===== src/rtl/tt_serial_sub.sv =====
// tt_serial_sub: bit-serial subtractor computing A - B - Bin, one bit per
// clock, LSB first, with a single borrow flip-flop.
// A start in IDLE captures the operands. RUN lasts WIDTH cycles and streams
// one difference bit per cycle on ser_out/ser_valid. DONE pulses done for
// one cycle and registers the parallel diff/borrow_out.
// Handshake: start is a request sampled only in IDLE, and the operands are
// captured on that same edge. While busy, start and the operand inputs are
// ignored, and start is not queued. done is a one-cycle completion strobe
// with no backpressure.
// Optional feature: define TT_SUB_OVF_EN to add the signed-overflow output ovf.
module tt_serial_sub #(
  parameter int WIDTH = 8
) (
  input  logic             clk,
  input  logic             rst,
  input  logic             start,
  input  logic [WIDTH-1:0] a,
  input  logic [WIDTH-1:0] b,
  input  logic             bin,
  output logic [WIDTH-1:0] diff,
  output logic             borrow_out,
  output logic             busy,
  output logic             done,
  output logic             ser_out,
`ifdef TT_SUB_OVF_EN
  output logic             ovf,
`endif
  output logic             ser_valid
);

  localparam int CW = (WIDTH > 1) ? $clog2(WIDTH) : 1;

  typedef enum logic [1:0] {IDLE, RUN, DONE} state_t;

  // state is kept as a named enum so checkers can bind to it directly
  state_t           state;
  logic [WIDTH-1:0] a_sh;
  logic [WIDTH-1:0] b_sh;
  logic [WIDTH-1:0] diff_sh;
  logic             br;
  logic [CW-1:0]    count;
`ifdef TT_SUB_OVF_EN
  logic             am;
  logic             bm;
`endif

  logic             bit_d;
  logic             br_nxt;
  logic [WIDTH-1:0] diff_nxt;

  // one full-subtractor slice on the current LSBs and the borrow register
  always_comb begin
    bit_d    = a_sh[0] ^ b_sh[0] ^ br;
    br_nxt   = (~a_sh[0] & b_sh[0]) | (~(a_sh[0] ^ b_sh[0]) & br);
    diff_nxt = {bit_d, diff_sh[WIDTH-1:1]};
  end

  // the serial bit is only meaningful while RUN is processing it
  assign ser_valid = (state == RUN);
  assign ser_out   = ser_valid & bit_d;

  // control FSM with all datapath registers and registered outputs
  always_ff @(posedge clk or posedge rst) begin
    if (rst) begin
      state      <= IDLE;
      a_sh       <= '0;
      b_sh       <= '0;
      diff_sh    <= '0;
      br         <= 1'b0;
      count      <= '0;
      diff       <= '0;
      borrow_out <= 1'b0;
      busy       <= 1'b0;
      done       <= 1'b0;
`ifdef TT_SUB_OVF_EN
      am         <= 1'b0;
      bm         <= 1'b0;
      ovf        <= 1'b0;
`endif
    end else begin
      case (state)
        IDLE: begin
          done <= 1'b0;
          if (start) begin
            a_sh  <= a;
            b_sh  <= b;
            br    <= bin;
            count <= '0;
            busy  <= 1'b1;
            state <= RUN;
`ifdef TT_SUB_OVF_EN
            am    <= a[WIDTH-1];
            bm    <= b[WIDTH-1];
`endif
          end
        end
        RUN: begin
          br      <= br_nxt;
          diff_sh <= diff_nxt;
          a_sh    <= {1'b0, a_sh[WIDTH-1:1]};
          b_sh    <= {1'b0, b_sh[WIDTH-1:1]};
          count   <= count + CW'(1);
          if (count == CW'(WIDTH - 1)) begin
            // last bit: publish the result as DONE is entered
            diff       <= diff_nxt;
            borrow_out <= br_nxt;
            busy       <= 1'b0;
            done       <= 1'b1;
            state      <= DONE;
`ifdef TT_SUB_OVF_EN
            ovf        <= (am != bm) && (bit_d != am);
`endif
          end
        end
        DONE: begin
          done  <= 1'b0;
          state <= IDLE;
        end
        default: begin
          state <= IDLE;
          busy  <= 1'b0;
          done  <= 1'b0;
        end
      endcase
    end
  end

endmodule


===== config.mk =====
export PLATFORM = sky130hd
export DESIGN_NAME = tt_serial_sub
export DESIGN_NICKNAME = d
export VERILOG_FILES = /design/src/rtl/tt_serial_sub.sv
export SDC_FILE = /design/constraint.sdc
export NUM_CORES = 1
export LEC_CHECK = 0
export BUFFER_PORTS_ARGS = -buffer_cell sky130_fd_sc_hd__buf_2
export CAP_MARGIN = 20
export CORE_MARGIN = 2
export CORE_UTILIZATION = 54
export CTS_CLUSTER_DIAMETER = 120
export CTS_CLUSTER_SIZE = 10
export DETAILED_ROUTE_END_ITERATION = 8
export PLACE_DENSITY = 0.81
export REMOVE_ABC_BUFFERS = 1
export SLEW_MARGIN = 30
export SYNTH_ARGS = -nofsm -noshare
export SYNTH_HDL_FRONTEND = slang
export SYNTH_SLANG_ARGS = --single-unit

===== constraint.sdc =====
create_clock -name clk -period 1.8 [get_ports clk]
set_input_delay 0.36 -clock clk [delete_from_list [all_inputs] [get_ports clk]]
set_output_delay 0.36 -clock clk [all_outputs]
set_load 0.005 [all_outputs]

======== Word level (Yosys, flattened, before mapping) ========
Cells that the tools add are included.
storage, ports and cells
  flip-flop bits (word level) ............. 41
  input port bits ......................... 20
  output and inout bits ................... 13
  logic and storage cells ................. 47
operators by class
  equality and inequality tests ........... 5
  reductions and logical operators ........ 6
  $add $sub $neg .......................... 1
  multiplexer cells ....................... 16
  bitwise logic cells ..................... 9
operator list
  kind                                           number
  one-hot mux 8 bit (2 select lines)             2
  two-way mux 8 bit                              2
  one-hot mux 3 bit (2 select lines)             1
  AND reduction 2 bit                            3
  two-way mux 1 bit                              5
  two-way mux 2 bit                              2
  one-hot mux 2 bit (2 select lines)             1
  adder 3 x 1 -> 3 bit, second input constant    1
  bitwise AND 1 bit                              3
  == test 3 bit, second input constant           1
  two-way mux 3 bit                              1
  NOT 1 bit                                      3
  one-hot mux 1 bit (3 select lines)             1
  AND reduction 3 bit                            1
  == test 2 x 1 -> 1 bit, second input constant  1
  == test 2 bit, second input constant           1
  logical NOT 2 bit                              1
  != test 2 x 1 -> 1 bit, second input constant  1
  != test 2 bit, second input constant           1
  one-hot mux 1 bit (2 select lines)             1
  nonzero test 2 bit                             1
  bitwise XOR 1 bit                              2
  bitwise OR 1 bit                               1

======== Logic depth before layout (Yosys ltp) ========
Gate-level depths: netlist of run 1.
  depth after elaboration ................. 5
  gate-level depth with buffers ........... 6
  mapped depth without buffers ............ 5

======== Worst setup path after synthesis of run 1 ========
No wires, ideal clock.
  path type ............................... register to register
  start ................................... register count[0]
  end ..................................... register diff[0]
  arrival time ............................ 1.390 ns
  buffers on the path ..................... 1
  cell stages (with the launch flop) ...... 6
  data required time ...................... 1.675 ns
  library setup time ...................... 0.125 ns
  period minus slack after synthesis ...... 1.514 ns
  slack ................................... 0.286 ns
  cell sequence ........................... dfrtp_1 ha_1 ha_1 nand3b_1 buf_2 mux2_2
on the way
  longest elaborated chain between the ends .. 2
RTL lines
  item                                  RTL line  source
  from (decl)                           41        logic [CW-1:0] count;
  from (signal assigned)                102       count <= count + CW'(1);
  == test 3 bit                         103       if (count == CW'(WIDTH - 1)) begin
  AND reduction 2 bit (no source line)  n/a
  to (signal assigned)                  105       diff <= diff_nxt;
  to (decl)                             20        output logic [WIDTH-1:0] diff,
Every way passes these cells.
A chain may end at the register's enable or synchronous reset.

======== Final worst setup path of run 1 ========
  start ................................... register br
  end ..................................... output ser_out
on the way
  longest elaborated chain between the ends .. 2
RTL lines
  item                    RTL line  source
  from (decl)             40        logic br;
  from (signal assigned)  87        br <= bin;
  from (signal assigned)  98        br <= br_nxt;
  bitwise XOR 1 bit       53        bit_d = a_sh[0] ^ b_sh[0] ^ br;
  named net bit_d         47        logic bit_d;
  bitwise AND 1 bit       60        assign ser_out = ser_valid & bit_d;
  to (decl)               24        output logic ser_out,
The timed path passes the listed nets, and every way through them passes these cells.

==> run summary, run 1 <==
Clk network pwr share: 13.4%
Post-DP Area: 1990 sq um
Commonest non-fill, non-tap cell in the layout: dfrtp_1
Tmin final: 1.91 ns
Combinational power share: 41.6%
Initial Util: 57.6%
GPL Wtd Cong: 0.716
Pin slew with the least headroom to its limit: 0.518 ns
Clock Tree Root: clkbuf_4
H-tree Lvls: 2
DRT Wirelength: 3.45 mm
Seq/Total Area, Yosys: 56.5%
Remaining DRCs: 0
FFs w/ async S/R, synth: 100%
Register bit total from synthesis: 40
Synth-to-Final Area Change: 16.7%
Yosys warnings: 0
Final period utilization: 106%
N_diodes: 0
Worst Clk Skew: 0.0117 ns
Slew margin rel.: 65.3%
First DRT Iteration DRCs: 53
Num CTS Buffers: 5
TritonCTS clock tree: done
Failing checks: setup timing
Max cap viols: 0
Critical Path RT: 1.44 ns
Largest net degree at the start of global routing: 41
Worst path slowest cell: fa_1
Final ANT Viol Nets: 0
Crit path max-delay family: adder cells
Antenna violations before repair: 0
Max incr delay on CP: 0.56 ns
Critical Path End Type: output port
Row count: 20
Vias in the first global route: 1320
Maximum vdd drop: 0.756 mV
Final HPWL DP: 2.51 mm
CP arrival: 1.55 ns
DR vias/cell: 5.25
Worst Setup Start Kind: flip-flop
Die Span X: 61.3 um
Fin. Hold Viols: 0
Slew Limit Fails: 0
Most frequent cells in the layout: dfrtp_1 (39), buf_2 (31), nand2_1 (21), nor2_1 (15), inv_1 (14)
P_leak: 1.04 nW
Fillers: 253
Core Area: 3080 sq um
Unrepaired setup endpoints after global routing: yes
Distinct cells, synth: 29
Class of the tightest hold or removal check: input pin to async pin
Clk buf depth: 2
Critical setup path kind: flip-flop to output port
Outcome: finished with violations
Syn avg cell area: 11.0 sq um
# hold bufs at CTS: 0
Global-route wire length before repair: 5.80 mm
Worst-Skew Late Latency: 0.36 ns
Wire length per cell: 14.1 um
Switch Pwr: 0.00125 W
EDFF count, synth: 0
Die H: 61.3 um
Finished Cell Area: 2070 sq um
Post-Syn Area: 1770 sq um
GRT Total Usage: 21.9%
Sw Ratio: 35.3%
Remaining Overflow, GRT: 0
Peak Freq: 523 MHz
Top FF cell, synth: dfrtp_1
Sequential power share: 45.0%
Share of cells above drive strength 1: 34.5%
Worst path bufs/invs: 2
Buffers on Ports: 32
Final WS setup: -0.113 ns
Critical-path cell list: inv_2, fa_1, and2_4, buf_6
CTS clock-pin slew for the worst setup and hold paths: 0.12 ns
Die ar.: 3760 sq um
Final setup fails: 1
Pre-CTS setup slack: 0.240 ns
Critical Path Fanout Max: 2
Cell internal pwr: 0.00229 W
Via count: 1280
Synthesized instance count: 161
Initial DRT Pass Iterations: 4
Post-layout nets: 222
CTS sink count: 40
Ports: 33
Pwr Density: 1710 nW/um^2
## worst paths after layout
check                                  end  cells past startpoint  startpoint  slack [ns]
worst max-delay path               ser_out                      4          br       -0.11
worst min-delay path               diff[5]                      3         rst        0.10
worst max register to register     diff[3]                      5    count[0]        0.24
worst min register to register  diff_sh[1]                      2  diff_sh[1]        0.49
max in group asynchronous         state[1]                      3         rst        1.34
min in group clk                   a_sh[7]                      2        a[7]        0.22
## worst register-to-register path, stage by stage, from the launching register on
cell	delay [ns]
dfrtp_1	0.42
ha_1	0.21
ha_1	0.20
nand3b_1	0.11
buf_4	0.17
mux2_2	0.34
## cell type report
class                   instances  area, sq um  area share (%)
clock buffers                   6         51.3            2.48
clock inverters                 2         10.0           0.484
inverters                      17         63.8            3.08
multi-input cells              93          646            31.2
flip-flops and latches         40         1000            48.4
well taps                      44         55.1            2.66
repair buffers                 42          241            11.7
## sequential cells by signal (all words and copies together), names as in the netlist
name and flops:
b_sh 8, diff_sh 7, borrow_out 1, a_sh 8, br 1, done 1, busy 1, diff 8
state 2, count 3
## logic make-up (layout without fill, tap and decap cells)
logic type               Yosys count  count (layout)  synth area share (%)
AO/OA/AOI/OAI                     36              36                  16.7
adder cells (fa/ha/maj)            3               3                  2.54
buffers and inverters             28              67                  7.27
flip-flops                        40              40                  56.5
multiplexers                       8               8                  5.08
AND/OR/NAND/NOR                   46              46                  11.9
## what timing repair did
item                       in CTS  in global routing
resized for setup               1                  4
pin swaps                       1                  1
setup endpoints to repair       1                  2
buffers inserted                1                  0
## synthesized netlist by cell type, drive strengths merged (2+ instances only)
cell type | instances | area [sq um]
a22o | 4 | 35.0
a32oi | 10 | 87.6
buf | 10 | 61.3
dfrtp | 40 | 1000
ha | 2 | 25.0
inv | 17 | 63.8
mux2 | 8 | 90.1
nand2 | 21 | 78.8
nand2b | 2 | 20.0
nand3b | 5 | 37.5
nor2 | 16 | 62.6
o21a | 10 | 75.1
o21ai | 2 | 10.0
o221a | 4 | 45.0
## power groups by stage
| stage | Combinational, W | Sequential [W] | Clock, W |
|---|---|---|---|
| floorplan | 0.000900 | 0.00157 | 0 |
| global placement | 0.00132 | 0.00158 | 0 |
| detailed placement | 0.00141 | 0.00162 | 0 |
| CTS | 0.00143 | 0.00159 | 0.000493 |
| global route | 0.00165 | 0.00163 | 0.000526 |
| finish | 0.00147 | 0.00159 | 0.000473 |
## per-layer routing
| layer | GRT usage, % | wire [um] | share of wire (%) | up-vias |
|---|---|---|---|---|
| li1 | - | - | - | 623 |
| met1 | 26.7 | 1490 | 43 | 623 |
| met2 | 36.0 | 1750 | 51 | 25 |
| met3 | 6.09 | 135 | 3.9 | 9 |
| met4 | 10.6 | 72 | 2.1 | 0 |
| met5 | 0 | 0 | 0 | - |
## stage by stage
stage / power [W] / utilization (%) / setup TNS, ns / hold WS (ns) / std cells
floorplan: 0.00247 / - / 0 / 0.442 / 150
finish: 0.00354 / 67.2 / -0.113 / 0.104 / 244
detailed placement: 0.00302 / 64.7 / 0 / 0.467 / 235
global route: 0.00381 / 67.2 / -0.205 / 0.156 / 244
CTS: 0.00352 / 66.9 / -0.157 / 0.113 / 244
global placement: 0.00289 / 64.7 / 0 / 0.456 / 235
(Power assumes the default switching activity.)
==> run 2: changes to the inputs <==
--- a/config.mk
+++ b/config.mk
@@ -12,7 +12,7 @@
 export CTS_CLUSTER_DIAMETER = 120
 export CTS_CLUSTER_SIZE = 10
 export DETAILED_ROUTE_END_ITERATION = 8
-export PLACE_DENSITY = 0.81
+export PLACE_DENSITY = 0.87
 export REMOVE_ABC_BUFFERS = 1
 export SLEW_MARGIN = 30
 export SYNTH_ARGS = -nofsm -noshare
==> run 2 against run 1 <==
Net effect: the flow still finishes with violations (setup timing); total power rose by 14%; setup slack lost 0.023 ns; die area unchanged; count of clock-buffer cells in the layout fell by 1.
==> run summary, run 2 (synthesis results as in run 1) <==
Final Util: 69.9% (+2.6 points)
N_diodes: 0 (unchanged)
Die ar.: 3760 sq um (unchanged)
Class of the tightest hold or removal check: input pin to async pin
Slew margin rel.: 66.0% (+0.71 points)
Critical Path End Type: output port
Failing checks: setup timing
Tmin final: 1.94 ns (+0.0228 ns)
Row count: 20 (unchanged)
Pwr Density: 1870 nW/um^2 (+9.3%)
Global-route wire length before repair: 5.97 mm (+2.9%)
DRT Wirelength: 3.48 mm (+0.84%)
Remaining DRCs: 0 (unchanged)
Post-layout nets: 224 (+0.90%)
Initial DRT Pass Iterations: 4 (unchanged)
Most frequent cells in the layout: dfrtp_1 (39), buf_2 (31), nand2_1 (21), nor2_1 (15), inv_1 (15)
Critical Path Fanout Max: 2 (unchanged)
Vias in the first global route: 1347 (+2.0%)
RR Startpoint: count[0]
CP arrival: 1.58 ns (+0.03 ns)
Setup slack, reg-to-reg: 0.22 ns (-0.02 ns)
Worst Reg2Reg Path Length in Cells: 5 (unchanged)
Fillers: 232 (-8.3%)
TritonCTS clock tree: done
Share of cells above drive strength 1: 34.7% (+0.15 points)
Critical R2R Capture: diff[5]
Die H: 61.3 um (unchanged)
Core Area: 3080 sq um (unchanged)
Commonest non-fill, non-tap cell in the layout: dfrtp_1
Max cap viols: 0 (unchanged)
P_leak: 1.08 nW (+3.8%)
Final TNS setup: -0.136 ns (-0.0228 ns)
Finished Cell Area: 2150 sq um (+3.9%)
Pin slew with the least headroom to its limit: 0.508 ns (-0.00986 ns)
Worst hold slack: 0.00343 ns (-0.101 ns)
Tot Pwr: 0.00402 W (+14%)
Largest net degree at the start of global routing: 19 (-54%)
Worst-Skew Late Latency: 0.34 ns (-0.02 ns)
DR vias/cell: 5.43 (+3.5%)
Peak Freq: 517 MHz (-1.2%)
Fin. Hold Viols: 0 (unchanged)
Critical Path RT: 1.44 ns (about the same)
CTS sink count: 40 (unchanged)
Buffers on Ports: 32 (unchanged)
Final HPWL DP: 2.53 mm (+0.60%)
Critical setup path kind: flip-flop to output port
# hold bufs at CTS: 0 (unchanged)
Unrepaired setup endpoints after global routing: yes
Via count: 1336 (+4.4%)
Slew Limit Fails: 0 (unchanged)
Antenna violations before repair: 0 (unchanged)
Wire length per cell: 14.1 um (about the same)
Maximum vdd drop: 0.995 mV (+32%)
Final WS setup: -0.136 ns (-0.0228 ns)
Worst Clk Skew: 0.00201 ns (-0.00971 ns)
GRT Total Usage: 22.1% (+0.19 points)
Critical Path Source: a_sh[0]
Clock Tree Root: clkbuf_4
First DRT Iteration DRCs: 17 (-68%)
Final ANT Viol Nets: 0 (unchanged)
Initial Util: 57.6% (unchanged)
Outcome: finished with violations
Die Span X: 61.3 um (unchanged)
Final setup fails: 1 (unchanged)
Synth-to-Final Area Change: 21.3%
Ports: 33 (unchanged)
H-tree Lvls: 2 (unchanged)
Clk buf depth: 2 (unchanged)
GPL Wtd Cong: 0.773 (+8.0%)
Critical Path Sink: ser_out
Num CTS Buffers: 5 (unchanged)
Top flop regs: a_sh (8), b_sh (8), diff (8)
Worst Setup Start Kind: flip-flop
Remaining Overflow, GRT: 0 (unchanged)
CTS clock-pin slew for the worst setup and hold paths: 0.11 ns (about the same)
Final period utilization: 108% (+1.3 points)
Post-DP Area: 1990 sq um (unchanged)
-- run 2: changes by cell type in the layout (fill, tap and decap cells not counted), sizes merged --
cell    change
buf         +2
clkinv      -2
clkbuf      -1
bufinv      +3
-- run 2: power breakdown --
| part | switching, W | internal [W] |
|---|---|---|
| logic | 0.000728 | 0.000840 |
| clock network | 0.000291 | 0.000572 |
| registers | 0.000270 | 0.00132 |
| total | 0.00129 | 0.00273 |
-- run 2: through the flow --
stage,instances,worst slack (ns)
6_report,246,-0.136
5_1_grt,246,-0.192
4_1_cts,246,-0.116
3_5_place_dp,235,0.233
3_3_place_gp,235,0.275
2_1_floorplan,150,0.249
-- run 2: how the worst min path moves through the flow --
stage               start    endpoint  slack [ns]  cells past startpoint
2_1_floorplan  diff_sh[1]  diff_sh[1]        0.44                      2
3_3_place_gp          rst     b_sh[1]        0.37                      2
3_5_place_dp          rst     b_sh[1]        0.38                      2
4_1_cts               rst     a_sh[2]       0.003                      2
5_1_grt               rst     a_sh[5]        0.01                      2
6_report              rst     a_sh[4]       0.003                      2
-- run 2: worst max-delay path, stage by stage, from the launching register on --
cell     delay (ns)
dfrtp_1        0.42
fa_1           0.58
and2_4         0.16
buf_6          0.08
-- run 2: what timing repair did --
action | 4_1_cts | 5_1_grt
setup endpoints to repair | 1 | 2
pin swaps | 1 | 1
gates resized for setup | 1 | 3
buffers inserted | 3 | 0
-- run 2: routing by layer --
metal	global-route usage, %	share of wire (%)	vias to the layer above
li1	-	-	631
met1	25.6	42	664
met2	39.2	52	32
met3	6.30	3.7	9
met4	7.45	2.0	0
met5	0	0	-
-- run 2: cell type report --
class                           count  area [sq um]  share of cell area [%]
Inverter                           17          63.8                    2.97
Multi-Input combinational cell     93           646                    30.0
Clock buffer                        5          37.5                    1.75
Clock inverter                      3          90.1                    4.19
Tap cell                           44          55.1                    2.56
Timing Repair Buffer               44           256                    11.9
Sequential cell                    40          1000                    46.6
==> run 3: changes to the inputs <==
--- a/config.mk
+++ b/config.mk
@@ -8,11 +8,12 @@
 export BUFFER_PORTS_ARGS = -buffer_cell sky130_fd_sc_hd__buf_2
 export CAP_MARGIN = 20
 export CORE_MARGIN = 2
-export CORE_UTILIZATION = 54
+export CORE_UTILIZATION = 58
 export CTS_CLUSTER_DIAMETER = 120
 export CTS_CLUSTER_SIZE = 10
 export DETAILED_ROUTE_END_ITERATION = 8
-export PLACE_DENSITY = 0.87
+export GPL_TIMING_DRIVEN = 0
+export PLACE_DENSITY = 0.92
 export REMOVE_ABC_BUFFERS = 1
 export SLEW_MARGIN = 30
 export SYNTH_ARGS = -nofsm -noshare
==> constraint.sdc (replaced) <==
create_clock -name clk -period 2.3 [get_ports clk]
set_input_delay 0.46 -clock clk [delete_from_list [all_inputs] [get_ports clk]]
set_output_delay 0.46 -clock clk [all_outputs]
set_load 0.005 [all_outputs]
==> run 3 against run 2 <==
Net effect: the flow now finishes without violations; critical endpoint unchanged; clock skew up 0.0098 ns; clock power is 45% lower; critical path type unchanged; total power shrank 33%; cell count decreased by 9.3%.
==> run summary, run 3 (synthesis results as in run 1) <==
Outcome: finished clean
TritonCTS clock tree: done
GRT Total Usage: 20.7% (-1.4 points)
DR vias/cell: 5.69 (+4.8%)
Initial DRT Pass Iterations: 4 (unchanged)
H-tree Lvls: 2 (unchanged)
# hold bufs at CTS: 0 (unchanged)
Slew margin rel.: 39.2% (-27 points)
Max cap viols: 0 (unchanged)
Critical setup path kind: flip-flop to output port
Tmin final: 2.13 ns
Critical Path End Type: output port
Slew Limit Fails: 0 (unchanged)
Pwr Density: 1360 nW/um^2 (-27%)
Final Util: 67.1% (-2.8 points)
Remaining Overflow, GRT: 0 (unchanged)
Clock Tree Root: clkbuf_4
Global-route wire length before repair: 5.44 mm (-8.9%)
Final ANT Viol Nets: 0 (unchanged)
Critical R2R Capture: b_sh[3]
Num CTS Buffers: 5 (unchanged)
CTS sink count: 40 (unchanged)
N_diodes: 0 (unchanged)
Most frequent cells in the layout: dfrtp_1 (38), buf_2 (32), nand2_1 (21), nor2_1 (15), inv_1 (15)
Worst Reg2Reg Path Length in Cells: 3 (-2)
Antenna violations before repair: 0 (unchanged)
RR Startpoint: state[0]
Share of cells above drive strength 1: 30.5% (-4.1 points)
Worst-Skew Late Latency: 0.35 ns (about the same)
Critical Path RT: 1.84 ns (+0.40 ns)
Remaining DRCs: 0 (unchanged)
Via count: 1269 (-5.0%)
Core Area: 2980 sq um (-3.3%)
CP arrival: 1.67 ns (+0.09 ns)
Peak Freq: 470 MHz
Vias in the first global route: 1289 (-4.3%)
Final WS setup: 0.172 ns (+0.308 ns)
Unrepaired setup endpoints after global routing: no
CTS clock-pin slew for the worst setup and hold paths: 0.13 ns (+0.02 ns)
Die Span X: 59.3 um (-3.3%)
Worst Setup Start Kind: flip-flop
Pre-CTS setup slack: 0.350 ns (+0.117 ns)
Maximum vdd drop: 0.692 mV (-30%)
Class of the tightest hold or removal check: input pin to async pin
Die H: 59.3 um (-3.3%)
Post-layout nets: 212 (-5.4%)
Final setup fails: 0 (-1)
Post-CTS setup buffers: 0 (-3)
Critical Path Sink: ser_out
Pin slew with the least headroom to its limit: 0.909 ns (+0.401 ns)
Fillers: 254 (+9.5%)
First DRT Iteration DRCs: 31 (+14)
Final period utilization: 92.5%
Critical Path Source: state[1]
Final TNS setup: 0 ns (+0.136 ns)
Initial Util: 59.5% (+1.9 points)
Fin. Hold Viols: 0 (unchanged)
Final HPWL DP: 2.14 mm (-15%)
Ports: 33 (unchanged)
Resize count post-CTS: 2 (+1)
Commonest non-fill, non-tap cell in the layout: dfrtp_1
Buffers on Ports: 32 (unchanged)
Row count: 20 (unchanged)
Wire length per cell: 14.0 um (-1.1%)
Clk buf depth: 2 (unchanged)
Synth-to-Final Area Change: 12.6%
P_leak: 0.994 nW (-7.6%)
Worst Clk Skew: 0.0118 ns (+0.00981 ns)
Top flop regs: a_sh (8), b_sh (8), diff (8)
Critical Path Fanout Max: 18 (+16)
Setup slack, reg-to-reg: 0.49 ns (+0.27 ns)
Die ar.: 3520 sq um (-6.5%)
DRT Wirelength: 3.12 mm (-10%)
GPL Wtd Cong: 0.711 (-8.0%)
Largest net degree at the start of global routing: 41 (+22)
-- run 3: cell count changes in the layout (fill, tap and decap cells not counted), sizes merged --
cell,previous run,this run
bufinv,3,1
clkinv,0,2
buf,44,32
-- run 3: layout make-up --
cell class	count	area (sq um)	area share (%)
Timing Repair Buffer	32	160	8.02
Multi-Input combinational cell	93	643	32.2
Tap cell	33	41.3	2.07
Sequential cell	40	1000	50.3
Inverter	17	63.8	3.20
Clock inverter	3	47.5	2.38
Clock buffer	5	37.5	1.88
-- run 3: worst min path at each step --
stage / slack (ns) / startpoint / endpoint
4_1_cts: 0.26 / rst / diff_sh[6]
3_5_place_dp: 0.47 / diff_sh[1] / diff_sh[1]
6_report: 0.25 / rst / diff[7]
2_1_floorplan: 0.44 / diff_sh[1] / diff_sh[1]
5_1_grt: 0.29 / rst / a_sh[0]
3_3_place_gp: 0.46 / diff_sh[1] / diff_sh[1]
-- run 3: layer usage --
| metal | vias to the layer above | track usage [%] | share of wire [%] |
|---|---|---|---|
| met5 | - | 0 | 0 |
| met4 | 0 | 8.77 | 1.8 |
| met3 | 5 | 6.55 | 4.8 |
| met2 | 32 | 32.8 | 49 |
| met1 | 623 | 26.3 | 45 |
| li1 | 609 | - | - |
-- run 3: metrics by stage --
stage          hold WS (ns)  instance area (sq um)  total power (W)  std cells
2_1_floorplan         0.442                   1710          0.00193        150
3_3_place_gp          0.455                   1910          0.00219        215
3_5_place_dp          0.467                   1910          0.00226        215
4_1_cts               0.258                   2000          0.00274        223
5_1_grt               0.288                   2000          0.00294        223
6_report              0.251                   2000          0.00271        223
-- run 3: report_power, final --
group	total (W)	leakage, nW	internal (W)	switching, W
logic	0.000977	0.472	0.000506	0.000471
clock network	0.000471	0.0454	0.000232	0.000239
registers	0.00126	0.476	0.00103	0.000229
total	0.00271	0.994	0.00177	0.000938
-- run 3: worst max-delay path: stages (launching register included) --
cell and delay, ns:
dfrtp_2 0.57, nand2b_4 0.29, inv_2 0.13, and2_1 0.19
buf_2 0.13
